**config.mk**
```make
export PLATFORM = sky130hd
export DESIGN_NAME = clk_rate_ctrl
export DESIGN_NICKNAME = d
export VERILOG_FILES = /design/src/rtl/clk_rate_ctrl.sv
export SDC_FILE = /design/constraint.sdc
export NUM_CORES = 1
export LEC_CHECK = 0
export BUFFER_PORTS_ARGS = -buffer_cell sky130_fd_sc_hd__buf_2
export CORE_UTILIZATION = 45
export DETAILED_ROUTE_END_ITERATION = 10
export HOLD_SLACK_MARGIN = 0.06
export PLACE_DENSITY_LB_ADDON = 0.3
export REMOVE_ABC_BUFFERS = 1
export SYNTH_ARGS = -nofsm -noshare
export SYNTH_HDL_FRONTEND = slang
export SYNTH_SLANG_ARGS = --single-unit
```
**constraint.sdc**
```tcl
create_clock -name i_clk -period 5.9 [get_ports i_clk]
set_clock_uncertainty 0.05 [all_clocks]
set_input_delay 0.885 -clock i_clk [delete_from_list [all_inputs] [get_ports i_clk]]
set_output_delay 0.885 -clock i_clk [all_outputs]
set_load 0.1 [all_outputs]
```
**src/rtl/clk_rate_ctrl.sv**
```systemverilog
// clk_rate_ctrl: run-time controller for a divided timebase.
// Emits a one-cycle o_tick every o_div cycles of i_clk. Start/stop sequencing
// lets the current period finish before going idle. New divisors are taken
// over a valid/ready handshake and applied only on period boundaries.
// Optional feature: define CLK_RATE_CTRL_CLKOUT_EN to add the o_clk square
// wave output, which toggles on every tick (period 2*o_div).
module clk_rate_ctrl #(
  parameter int               NBITS   = 8,
  parameter logic [NBITS-1:0] DEF_DIV = 4
) (
  input  logic             i_clk,
  input  logic             i_rst,
  input  logic             i_start,
  input  logic             i_stop,
  input  logic             i_cfg_valid,
  input  logic [NBITS-1:0] i_cfg_div,
  output logic             o_cfg_ready,
  output logic             o_tick,
  output logic             o_busy,
  output logic [NBITS-1:0] o_div
`ifdef CLK_RATE_CTRL_CLKOUT_EN
  ,
  output logic             o_clk
`endif
);

  typedef enum logic [1:0] {
    IDLE     = 2'd0,
    RUN      = 2'd1,
    STOPPING = 2'd2
  } state_t;

  state_t           state;
  logic [NBITS-1:0] cnt;
  logic [NBITS-1:0] pend_div;

  logic cfg_xfer;
  logic cfg_nonzero;
  logic at_wrap;

  // Handshake and period-boundary decode, shared by every branch of the FSM.
  always_comb begin
    cfg_xfer    = i_cfg_valid & o_cfg_ready;
    cfg_nonzero = (i_cfg_div != '0);
    at_wrap     = (cnt == o_div - 1'b1);
  end

  // Busy reflects the state register directly, so it is glitch-free.
  assign o_busy = (state != IDLE);

  // FSM, period counter, divisor handshake and tick generation.
  // NOTE: every register here is assigned with <= so all updates see the
  // pre-edge values; mixing = in a clocked block creates order-dependent logic.
  always_ff @(posedge i_clk or posedge i_rst) begin
    if (i_rst) begin
      state       <= IDLE;
      cnt         <= '0;
      pend_div    <= '0;
      o_tick      <= 1'b0;
      o_cfg_ready <= 1'b1;
      o_div       <= DEF_DIV;
`ifdef CLK_RATE_CTRL_CLKOUT_EN
      o_clk       <= 1'b0;
`endif
    end else begin
      case (state)
        IDLE: begin
          // Counter and tick are frozen; a divisor offered here applies at once,
          // so a simultaneous start runs its first period with the new value.
          o_tick <= 1'b0;
          cnt    <= '0;
          if (cfg_xfer && cfg_nonzero) o_div <= i_cfg_div;
          if (i_start) state <= RUN;
        end

        RUN, STOPPING: begin
          if (at_wrap) begin
            o_tick <= 1'b1;
            cnt    <= '0;
`ifdef CLK_RATE_CTRL_CLKOUT_EN
            o_clk  <= ~o_clk;
`endif
            // Ready low means a divisor is waiting for this boundary.
            if (!o_cfg_ready) begin
              o_div       <= pend_div;
              o_cfg_ready <= 1'b1;
            end
          end else begin
            o_tick <= 1'b0;
            cnt    <= cnt + 1'b1;
          end

          // A transfer only happens with ready high, so it never collides with
          // the pending-apply path above. A zero divisor is accepted and dropped.
          if (cfg_xfer && cfg_nonzero) begin
            pend_div    <= i_cfg_div;
            o_cfg_ready <= 1'b0;
          end

          if (state == RUN) begin
            if (i_stop) state <= STOPPING;
          end else begin
            // Start cancels the stop without touching the counter phase.
            if (i_start)      state <= RUN;
            else if (at_wrap) state <= IDLE;
          end
        end

        default: state <= IDLE;
      endcase
    end
  end

endmodule

```
==> Word level (Yosys, flattened, before mapping) <==
Cells that the tools add are included.
{ "totals": {"ff_bits": 28, "inputBits": 13, "out_inout_bits": 11, "word_cells": 45} }
{ "op_classes": {"addsub": 2, "n_eq_ne": 9, "n_mux": 16, "n_bitwise": 1, "reduce_logical": 11} }
{ "op_table": {"columns": ["cell", "n"], "rows": [
  ["8-bit two-way mux", 4],
  ["8-bit one-hot mux with 2 select lines", 2],
  ["2-bit two-way mux", 5],
  ["8-bit by 1-bit adder with 8-bit output, second input constant", 1],
  ["8-bit == test", 1],
  ["2-bit inequality test, second input constant", 4],
  ["8-bit nonzero test", 1],
  ["8-bit by 1-bit subtractor with 8-bit output, second input constant", 1],
  ["2-bit nonzero test", 3],
  ["4-bit inequality test, second input constant", 1],
  ["2-bit one-hot mux with 2 select lines", 1],
  ["2-bit AND reduction", 2],
  ["4-bit AND reduction", 1],
  ["1-bit two-way mux", 3],
  ["3-bit inequality test, second input constant", 1],
  ["3-bit AND reduction", 1],
  ["2-bit by 1-bit == test with 1-bit output, second input constant", 1],
  ["2-bit == test, second input constant", 1],
  ["2-bit zero test", 1],
  ["1-bit one-hot mux with 2 select lines", 1],
  ["2-bit OR reduction", 1],
  ["1-bit bitwise AND", 1],
  ["1-bit logical AND", 1]
]} }

==> Depth between registers and ports, before layout <==
Gate-level depths: netlist of the first run.
{ "depth": {"ltp_word": 6, "depth_mapped": 10, "depth_no_buf": 8} }

==> Worst setup path before layout of the first run <==
OpenSTA, ideal clock, no wires.
{ "synth_path": {"path_kind": "reg-to-reg", "from": "reg o_div[0]", "to": "reg o_div[3]", "setup_ns": 0.126, "arrival_time_ns": 2.985, "required_ns": 5.724, "path_slack_ns": 2.739, "stages_incl_launch_ff": 10, "path_buffers": 1, "period_less_slack_ns": 3.161, "cell_sequence": "dfrtp_1 -> inv_1 -> ha_1 -> buf_2 -> o21bai_1 -> a2111oi_0 -> a311o_1 -> o211ai_2 -> o21ai_4 -> mux2_2"} }
{ "synth_via": {"elab_chain_len": 4} }
{ "synth_rtl": {"columns": ["element", "line_no", "rtl"], "rows": [
  ["from (decl)", "20", "output logic [NBITS-1:0] o_div"],
  ["from (signal assigned)", "72", "if (cfg_xfer && cfg_nonzero) o_div <= i_cfg_div;"],
  ["from (signal assigned)", "85", "o_div <= pend_div;"],
  ["8-bit by 1-bit subtractor with 8-bit output", "45", "at_wrap = (cnt == o_div - 1'b1);"],
  ["8-bit == test", "45", null],
  ["2-bit inequality test (no line)", null, null],
  ["4-bit AND reduction (no line)", null, null]
]} }
Every way passes these cells.
A chain may end at the register's enable or synchronous reset.

==> Final worst setup path of the first run <==
Same ends and word-level chain as after synthesis.

==> flow_summary_export.csv, run 1 <==
group,metric,value,unit
global_routing,grtUsageTotal,18.4,%
global_routing,antenna_found_initial,0,
die,fp.dieH,65.5,um
routing,drtIter0Drc,85,
sta,hold_violations,0,
sta,rsz0062_at_grt,"no",
critical_path,crit_slowest_cell,"dfrtp_1",
placement,port_buffers,23,
sta,holdWs,0.445,ns
synth,async_flop_share,100,%
clocking,path_clk_slew,0.10,ns
sta,period_needed,2.89,ns
min_path,hold_end,"o_tick",
critical_path,reg2reg_slack,3.01,ns
final_layout,antenna_cells_inserted,0,
placement,place_area,1940,um2
critical_path,cp-end-kind,"flip-flop",
sta,maxSlewHeadroom,30.8,%
routing,drc,0,
sta,tightest_slew,1.04,ns
clocking,cts.sinks,28,
clocking,cts_setup_buffers,0,
routing,drt-pass1-iter-count,4,
synth,ys_seq_area_share,38.7,%
final_layout,final_nets,217,
clocking,numCtsBuffers,3,
power,switching_share,54.7,%
power,cellPowerDensity,581,nW/um2
synth,synthTopCellsByArea,"dfrtp_1 (36%), mux2_2 (11%), ha_1 (4.1%)",
sta,slew_violations,0,
critical_path,timing.rr.start,"o_div[0]",
routing,wirelength,3.55,mm
placement,placedCellCount,241,
critical_path,cp_max_fo,11,
die,design.core.area,3770,um2
clocking,postCtsHoldBufs,0,
critical_path,critical_path_arrival,2.99,ns
power,p_switching,0.630,mW
clocking,cts.repair.resized,0,
sta,period_share,48.9,%
power,clockPowerShare,8.8,%
power,p_leak,0.886,nW
routing,routed_via_density,5.64,
power,internal_power,0.523,mW
final_layout,fin_util,52.6,%
synth,yosysMostFrequentCell,"dfrtp_1",
synth,synth_top_cell_area_share,35.8,%
sta,fmax,347,MHz
min_path,whs_path_depth,2,
critical_path,cp-start-kind,"flip-flop",
critical_path,slowest_delay,0.43,ns
clocking,cts_buffer_depth,2,
placement,gp_congestion,0.927,
placement,dp_slack,3.02,ns
critical_path,r2r_cells,8,
synth,synth_top_area_cell,"dfrtp_1",
sta,finalSetupViolCount,0,
global_routing,grt_pass1_wl,6.06,mm
clocking,clk_latency,0.27,ns
synth,synth_common_cells,"dfrtp_1 (26), mux2_2 (18), nand2_1 (14)",
sta,setup_ws,3.01,ns
clocking,cts_tree,"yes",
min_path,min-delay-start,"o_tick",
critical_path,r2r-end,"o_div[3]",
clocking,cts_root_buf,"clkbuf_8",
placement,dp_hpwl,2.70,mm
global_routing,grt_max_degree,29,
routing,num_vias,1376,
synth,synth_cell_types,48,
synth,synth_flop_cell,"dfrtp_1",
status,outcome,"finished clean",
synth,synth_edf_count,0,
synth,synth_area,1820,um2
synth,avgSynthCellArea,10.2,um2
global_routing,grt_pass1_vias,1368,
synth,syn_inst,178,
global_routing,overflow,0,
synth,synth_seq_cells,28,
die,start_util,48.1,%
final_layout,area_growth,9.17,%
critical_path,path_cells,"inv_1 -> ha_1 -> o21bai_1 -> a2111oi_0 -> a311o_1 -> o211ai_2 -> o21ai_4 -> mux2_2",
die,die_x,65.5,um
power,vdd_drop_max,331,uV
final_layout,instances_no_fill,244,
critical_path,crit_type,"reg2reg",
sta,setup_tns,0,ns
min_path,hp-class,"reg2reg",
power,power_frac_seq,30.2,%
clocking,cts_htree_levels,1,
critical_path,required,6.00,ns
routing,ant_nets,0,
job,cap_viol_max_count,0,
final_layout,drive_gt1_share,29.1,%
die,pin_count,24,
die,rows,22,
power,power.share.combinational,60.9,%
routing,wl_per_cell,14.5,um
power,power.total,1.15,mW
final_layout,stdcell_area,1980,um2
die,die_area,4290,um2
synth,yosys_warnings,0,
-- layer usage --
layer  global-route usage, %  up-vias  wire (um)
met5                       0        -          0
met4                    7.34        0         58
met3                    3.13        6        123
met2                    30.4       30       1640
met1                    23.7      653       1720
li1                        -      687          -
-- sequential cells by signal, summed over array words and instances (netlist names) --
signal,cells
o_cfg_ready,1
o_tick,1
cnt,8
pend_div,8
state,2
o_div,8
-- cells by family after synthesis --
group                      share of synthesized area, %
muxes                                              13.9
and+or+nand+nor                                    16.3
DFF                                                38.7
xor gates and xnor gates                           5.79
adders and majority gates                          4.13
AOI/OAI and AO/OA                                  16.3
buffers and inverters                              4.82
-- worst max-delay path, delay by kind of cell, from the launching register on --
family | cells | cell delay [ns]
compound gates | 5 | 1.51
flops | 1 | 0.43
buf+inv | 1 | 0.09
fa+ha+maj | 1 | 0.32
mux | 1 | 0.37
-- power groups by stage --
stage               combinational (mW)  clock [mW]  sequential (mW)
floorplan                        0.379           0            0.545
global placement                 0.693           0            0.348
detailed placement               0.704           0            0.352
CTS                              0.706       0.105            0.347
global route                     0.759       0.113            0.360
finish                           0.702       0.102            0.349
-- area by class of cell --
cell class / instances / area, um2
fill: 341 / 1790
clock buffer: 3 / 41.3
sequential: 28 / 703
timing repair buffer: 23 / 115
tap: 48 / 60.1
inverter: 10 / 37.5
multi-input combinational: 132 / 1020
-- worst max path at each step --
stage	startpoint	endpoint	slack (ns)	depth (start not counted)
2_1_floorplan	o_div[0]	o_div[3]	2.60	8
4_1_cts	o_div[0]	o_div[4]	2.98	8
3_3_place_gp	o_div[0]	o_div[7]	3.09	8
3_5_place_dp	o_div[0]	o_div[5]	3.02	8
6_report	o_div[0]	o_div[3]	3.01	8
5_1_grt	o_div[0]	o_div[5]	2.82	8
-- placed cells by master (no fill, tap or decap), drive strengths merged, types with 2 or more instances in the layout --
master    n
a211oi    2
a21oi     7
and3      4
nor2      8
a22oi     3
nand2b    2
a2bb2oi   2
nand2    15
inv      10
o21ai     6
dfstp     2
nor3      2
xnor2     6
or2       2
mux2     18
o31ai     2
o311ai    2
mux2i     5
o211ai    3
ha        6
nand4     2
nand3     7
o21bai    2
clkbuf    3
xor2      6
buf      23
o41ai     2
dfrtp    26
and2      2
nor4      6
Power figures use the tool's default switching activity.
==> run 2: changes to the inputs <==
- ABC_AREA: not set -> 1
- clock period: 5.9 -> 2.4 ns (I/O delays scaled with it)
==> run 2 against run 1 <==
Critical path depth is 6 higher. Synthesized cell count grew 33%. Cell area is 0.76% lower. Non-clock buffer count up 3. Fmax rose by 40%. First-iteration DRC count is 25% higher. Global-route usage increased by 1.2 points. Critical path type unchanged.
==> flow_summary_export.csv, run 2 <==
group,metric,value,unit
synth,synth_common_cells,"nand2_1 (77), inv_1 (28), dfrtp_1 (26)",
clocking,cts.repair.resized,0,
critical_path,critical_path_arrival,2.19,ns
synth,synth_edf_count,0,
synth,synth_top_cell_area_share,37.7,%
status,outcome,"finished clean",
sta,tightest_slew,0.493,ns
die,die_x,63.9,um
job,cap_viol_max_count,0,
die,rows,22,
global_routing,grtUsageTotal,19.5,%
global_routing,grt_max_degree,29,
global_routing,grt_pass1_vias,1435,
routing,top_layer,"met4",
critical_path,reg2reg_slack,0.33,ns
critical_path,cp_max_fo,17,
routing,dr_wl_met2,1.48,mm
placement,placedCellCount,305,
synth,synth_top_area_cell,"dfrtp_1",
sta,fmax,484,MHz
routing,wirelength,3.51,mm
routing,drtIter0Drc,106,
sta,rsz0062_at_grt,"no",
placement,place_area,1900,um2
routing,drc,0,
critical_path,critPathLaunch,"o_div[0]",
routing,num_vias,1512,
synth,yosys_warnings,0,
routing,wl_met3,79,um
final_layout,drive_gt1_share,14.9,%
routing,wl_per_cell,11.4,um
synth,synth_seq_cells,28,
routing,drt-pass1-iter-count,5,
synth,syn_inst,236,
min_path,hp-class,"in2async",
clocking,cts_htree_levels,1,
critical_path,cp-end-kind,"flip-flop",
global_routing,grt_pass1_wl,6.32,mm
synth,ys_seq_area_share,40.8,%
routing,routed_via_density,4.89,
final_layout,layout_common_cells,"nand2_1 (77), inv_1 (28), dfrtp_1 (26)",
clocking,clk_latency,0.28,ns
synth,yosysMostFrequentCell,"nand2_1",
critical_path,timing.rr.start,"o_div[0]",
synth,synthTopCellsByArea,"dfrtp_1 (38%), nand2_1 (17%), nand3_1 (6.4%)",
die,die_area,4090,um2
synth,async_flop_share,100,%
global_routing,antenna_found_initial,0,
clocking,cts_tree,"yes",
routing,ant_nets,0,
final_layout,instances_no_fill,309,
die,fp.dieH,63.9,um
sta,hold_violations,0,
synth,avgSynthCellArea,7.31,um2
global_routing,overflow,0,
routing,wl_met1,1.92,mm
synth,synth_area,1730,um2
final_layout,reg_top3,"cnt: 8 flops, o_div: 8 flops, pend_div: 8 flops",
clocking,path_clk_slew,0.10,ns
critical_path,cp-start-kind,"flip-flop",
clocking,postCtsHoldBufs,0,
sta,period_needed,2.07,ns
clocking,cts_buffer_depth,2,
placement,gp_congestion,0.794,
critical_path,crit_type,"reg2reg",
final_layout,mostFrequentLayoutCell,"nand2_1",
clocking,cts.sinks,28,
die,pin_count,24,
clocking,cts_root_buf,"clkbuf_8",
placement,port_buffers,23,
die,design.core.area,3660,um2
sta,slew_violations,0,
clocking,numCtsBuffers,3,
placement,dp_hpwl,2.67,mm
die,start_util,47.1,%
critical_path,required,2.52,ns
synth,synth_flop_cell,"dfrtp_1",
final_layout,area_growth,14.0,%
sta,finalSetupViolCount,0,
clocking,cts_setup_buffers,0,
synth,synth_cell_types,27,
sta,period_share,86.2,%
sta,maxSlewHeadroom,67.4,%
final_layout,final_nets,281,
final_layout,stdcell_area,1970,um2
final_layout,antenna_cells_inserted,0,
-- run 2: cell type report --
| type | count | area, um2 |
|---|---|---|
| clock buffers | 3 | 41.3 |
| clock inverters | 1 | 30.0 |
| fillers | 371 | 1690 |
| inverters | 29 | 109 |
| multi-input cells | 174 | 886 |
| flip-flops and latches | 28 | 703 |
| well taps | 48 | 60.1 |
| repair buffers | 26 | 138 |
-- run 2: stage by stage --
stage               setup WS, ns  hold WS, ns  utilization, %  TNS (ns)
floorplan                 -0.196        0.374               -     -1.91
global placement           0.428        0.395            51.8         0
detailed placement         0.364        0.398            51.8         0
CTS                        0.347       0.0865            53.7         0
global route              0.0955        0.113            53.7         0
finish                     0.332       0.0779            53.7         0
-- run 2: layer usage --
metal / vias to the layer above / global-route usage, %
li1: 799 / -
met1: 686 / 28.1
met2: 23 / 30.7
met3: 4 / 2.14
met4: 0 / 5.97
met5: - / 0
-- run 2: logic make-up after synthesis --
logic type	count (synthesis)	synth area share, %
buffers and inverters	34	7.90
DFF	28	40.8
adders and majority gates	6	4.35
AOI/OAI and AO/OA	35	12.0
and+or+nand+nor	123	29.9
xor gates and xnor gates	10	5.08
-- run 2: worst max-delay path: stages, from the launching register on --
cell	delay, ns
dfrtp_1	0.40
inv_1	0.11
ha_1	0.33
nand2_1	0.07
inv_1	0.04
nor2_1	0.08
nand2_1	0.06
nor2_1	0.09
nand2_1	0.07
nor2_2	0.13
nand2_2	0.09
nand2_4	0.16
nand2_2	0.14
nand2_1	0.09
nand2_1	0.05
-- run 2: final timing paths --
check / end / cells after the start
worst max register to register: o_div[1] / 14
max in group asynchronous: o_div[2] / 3
min in group i_clk: pend_div[4] / 4
worst max-delay path: o_div[1] / 14
worst min-delay path: cnt[6] / 3
worst min register to register: o_tick / 2
Power of run 2 is left out: the tool's default activity adds up to more than one toggle a clock period on the data nets, which glitch-free logic cannot reach.
==> run 3: changes to the inputs <==
- BUFFER_PORTS_ARGS: -buffer_cell sky130_fd_sc_hd__buf_2 -> not set
- DONT_BUFFER_PORTS: not set -> 1
==> run 3 against run 2 <==
Flip-flop and latch count unchanged. Die area unchanged. First-iteration DRC count shrank 26%. Hold slack gained 0.18 ns. Cell area down 1.1%. Routed wire length fell by 2.6%. Register-to-register slack improved by 0.05 ns. Fmax grew 2.6%. Global-route usage down 1.0 points. Worst setup slack gained 0.053 ns. Critical endpoint is now o_div[5].
==> flow_summary_export.csv, run 3 (synthesis results as in run 2) <==
group,metric,value,unit
clocking,cts_setup_buffers,0,
sta,fmax,496,MHz
final_layout,area_growth,12.7,%
clocking,numCtsBuffers,3,
global_routing,overflow,0,
critical_path,critPathLaunch,"o_div[0]",
die,die_x,63.9,um
routing,drtIter0Drc,78,
placement,gp_congestion,0.916,
routing,ant_nets,0,
critical_path,path_cells,"inv_1 -> ha_1 -> nand2_1 -> nor2_1 -> nand2_1 -> nand2_1 -> nand3_1 -> nor2_2 -> nand2_2 -> nand2_4 -> nand2_2 -> nand2_1 -> nand2_1",
sta,hold_violations,0,
die,pin_count,24,
routing,drt-pass1-iter-count,4,
critical_path,critical_path_arrival,2.15,ns
min_path,min-delay-start,"i_cfg_div[3]",
routing,drc,0,
placement,placedCellCount,293,
critical_path,cp-end-kind,"flip-flop",
clocking,cts_root_buf,"clkbuf_8",
final_layout,multi_input_area,886,um2
clocking,cts_tree,"yes",
global_routing,grt_pass1_wl,5.95,mm
job,cap_viol_max_count,0,
final_layout,seqCellArea,703,um2
sta,slew_violations,0,
placement,port_buffers,0,
placement,place_area,1860,um2
clocking,cts_htree_levels,1,
clocking,cts_buffer_depth,2,
critical_path,critPathBufInv,1,
die,die_area,4090,um2
critical_path,crit_slowest_cell,"dfrtp_1",
critical_path,cpLargestDelayFamily,"simple AND/OR/NAND/NOR gates",
min_path,hp-class,"in2reg",
sta,maxSlewHeadroom,71.1,%
sta,period_needed,2.02,ns
critical_path,required,2.53,ns
final_layout,fillers,356,
final_layout,layout_common_cells,"nand2_1 (77), inv_1 (28), dfrtp_1 (26)",
die,rows,22,
clocking,cts.sinks,28,
critical_path,crit_path_frequent_cell,"nand2_1",
global_routing,grt_max_degree,29,
critical_path,crit_type,"reg2reg",
final_layout,instances_no_fill,298,
routing,wirelength,3.42,mm
sta,finalSetupViolCount,0,
critical_path,cp-start-kind,"flip-flop",
final_layout,antenna_cells_inserted,0,
clocking,postCtsHoldBufs,1,
die,start_util,47.1,%
sta,period_share,84.0,%
routing,wl_per_cell,11.5,um
critical_path,cp_max_fo,17,
global_routing,antenna_found_initial,0,
clocking,path_clk_slew,0.10,ns
routing,num_vias,1503,
final_layout,final_nets,270,
clocking,cts.repair.resized,0,
global_routing,grtUsageTotal,18.5,%
die,design.core.area,3660,um2
placement,dp_hpwl,2.66,mm
global_routing,grt_pass1_vias,1368,
final_layout,reg_top3,"cnt: 8 flops, o_div: 8 flops, pend_div: 8 flops",
sta,tightest_slew,0.433,ns
status,outcome,"finished clean",
final_layout,mostFrequentLayoutCell,"nand2_1",
final_layout,drive_gt1_share,10.8,%
critical_path,slowest_delay,0.39,ns
die,fp.dieH,63.9,um
clocking,clk_latency,0.28,ns
final_layout,stdcell_area,1940,um2
routing,routed_via_density,5.04,
critical_path,timing.rr.start,"o_div[0]",
sta,rsz0062_at_grt,"no",
-- run 3: cell types whose count changed in the layout (fill, tap and decap cells not counted), sizes merged --
cell and delta:
dlygate4sd3 +1, buf -12
-- run 3: path summary, 6_finish.rpt --
path,end,slack [ns],depth (start not counted)
worst max-delay path,o_div[5],0.38,13
worst min-delay path,pend_div[3],0.26,3
worst max register to register,o_div[5],0.38,13
worst min register to register,pend_div[5],0.45,1
max in group asynchronous,o_cfg_ready,1.47,3
min in group asynchronous,state[0],0.53,3
-- run 3: tightest hold or removal path, stage by stage --
cell and delay [ns]:
inv_1 0.04, nand2_1 0.06, o21a_1 0.10
-- run 3: layer usage --
layer  vias to the layer above  GRT usage (%)  part of all wire (%)
li1                        776              -                     -
met1                       676           26.3                    50
met2                        42           28.1                    43
met3                         9           2.68                   5.4
met4                         0           7.67                   2.1
met5                         -              0                     0
-- run 3: cell type report --
type | count | area share, %
flip-flops and latches | 28 | 36.2
well taps | 48 | 3.09
repair buffers | 15 | 5.92
clock buffers | 3 | 2.12
multi-input cells | 174 | 45.6
clock inverters | 1 | 1.54
inverters | 29 | 5.60
-- run 3: stage by stage --
stage	utilization, %	hold slack [ns]	TNS, ns	worst slack, ns
2_1_floorplan	-	0.374	-1.91	-0.196
3_3_place_gp	50.9	0.294	0	0.430
3_5_place_dp	50.9	0.292	0	0.383
4_1_cts	53.1	0.260	0	0.366
5_1_grt	53.1	0.274	0	0.0785
6_report	53.1	0.259	0	0.385
Power of run 3 is left out for the same reason.
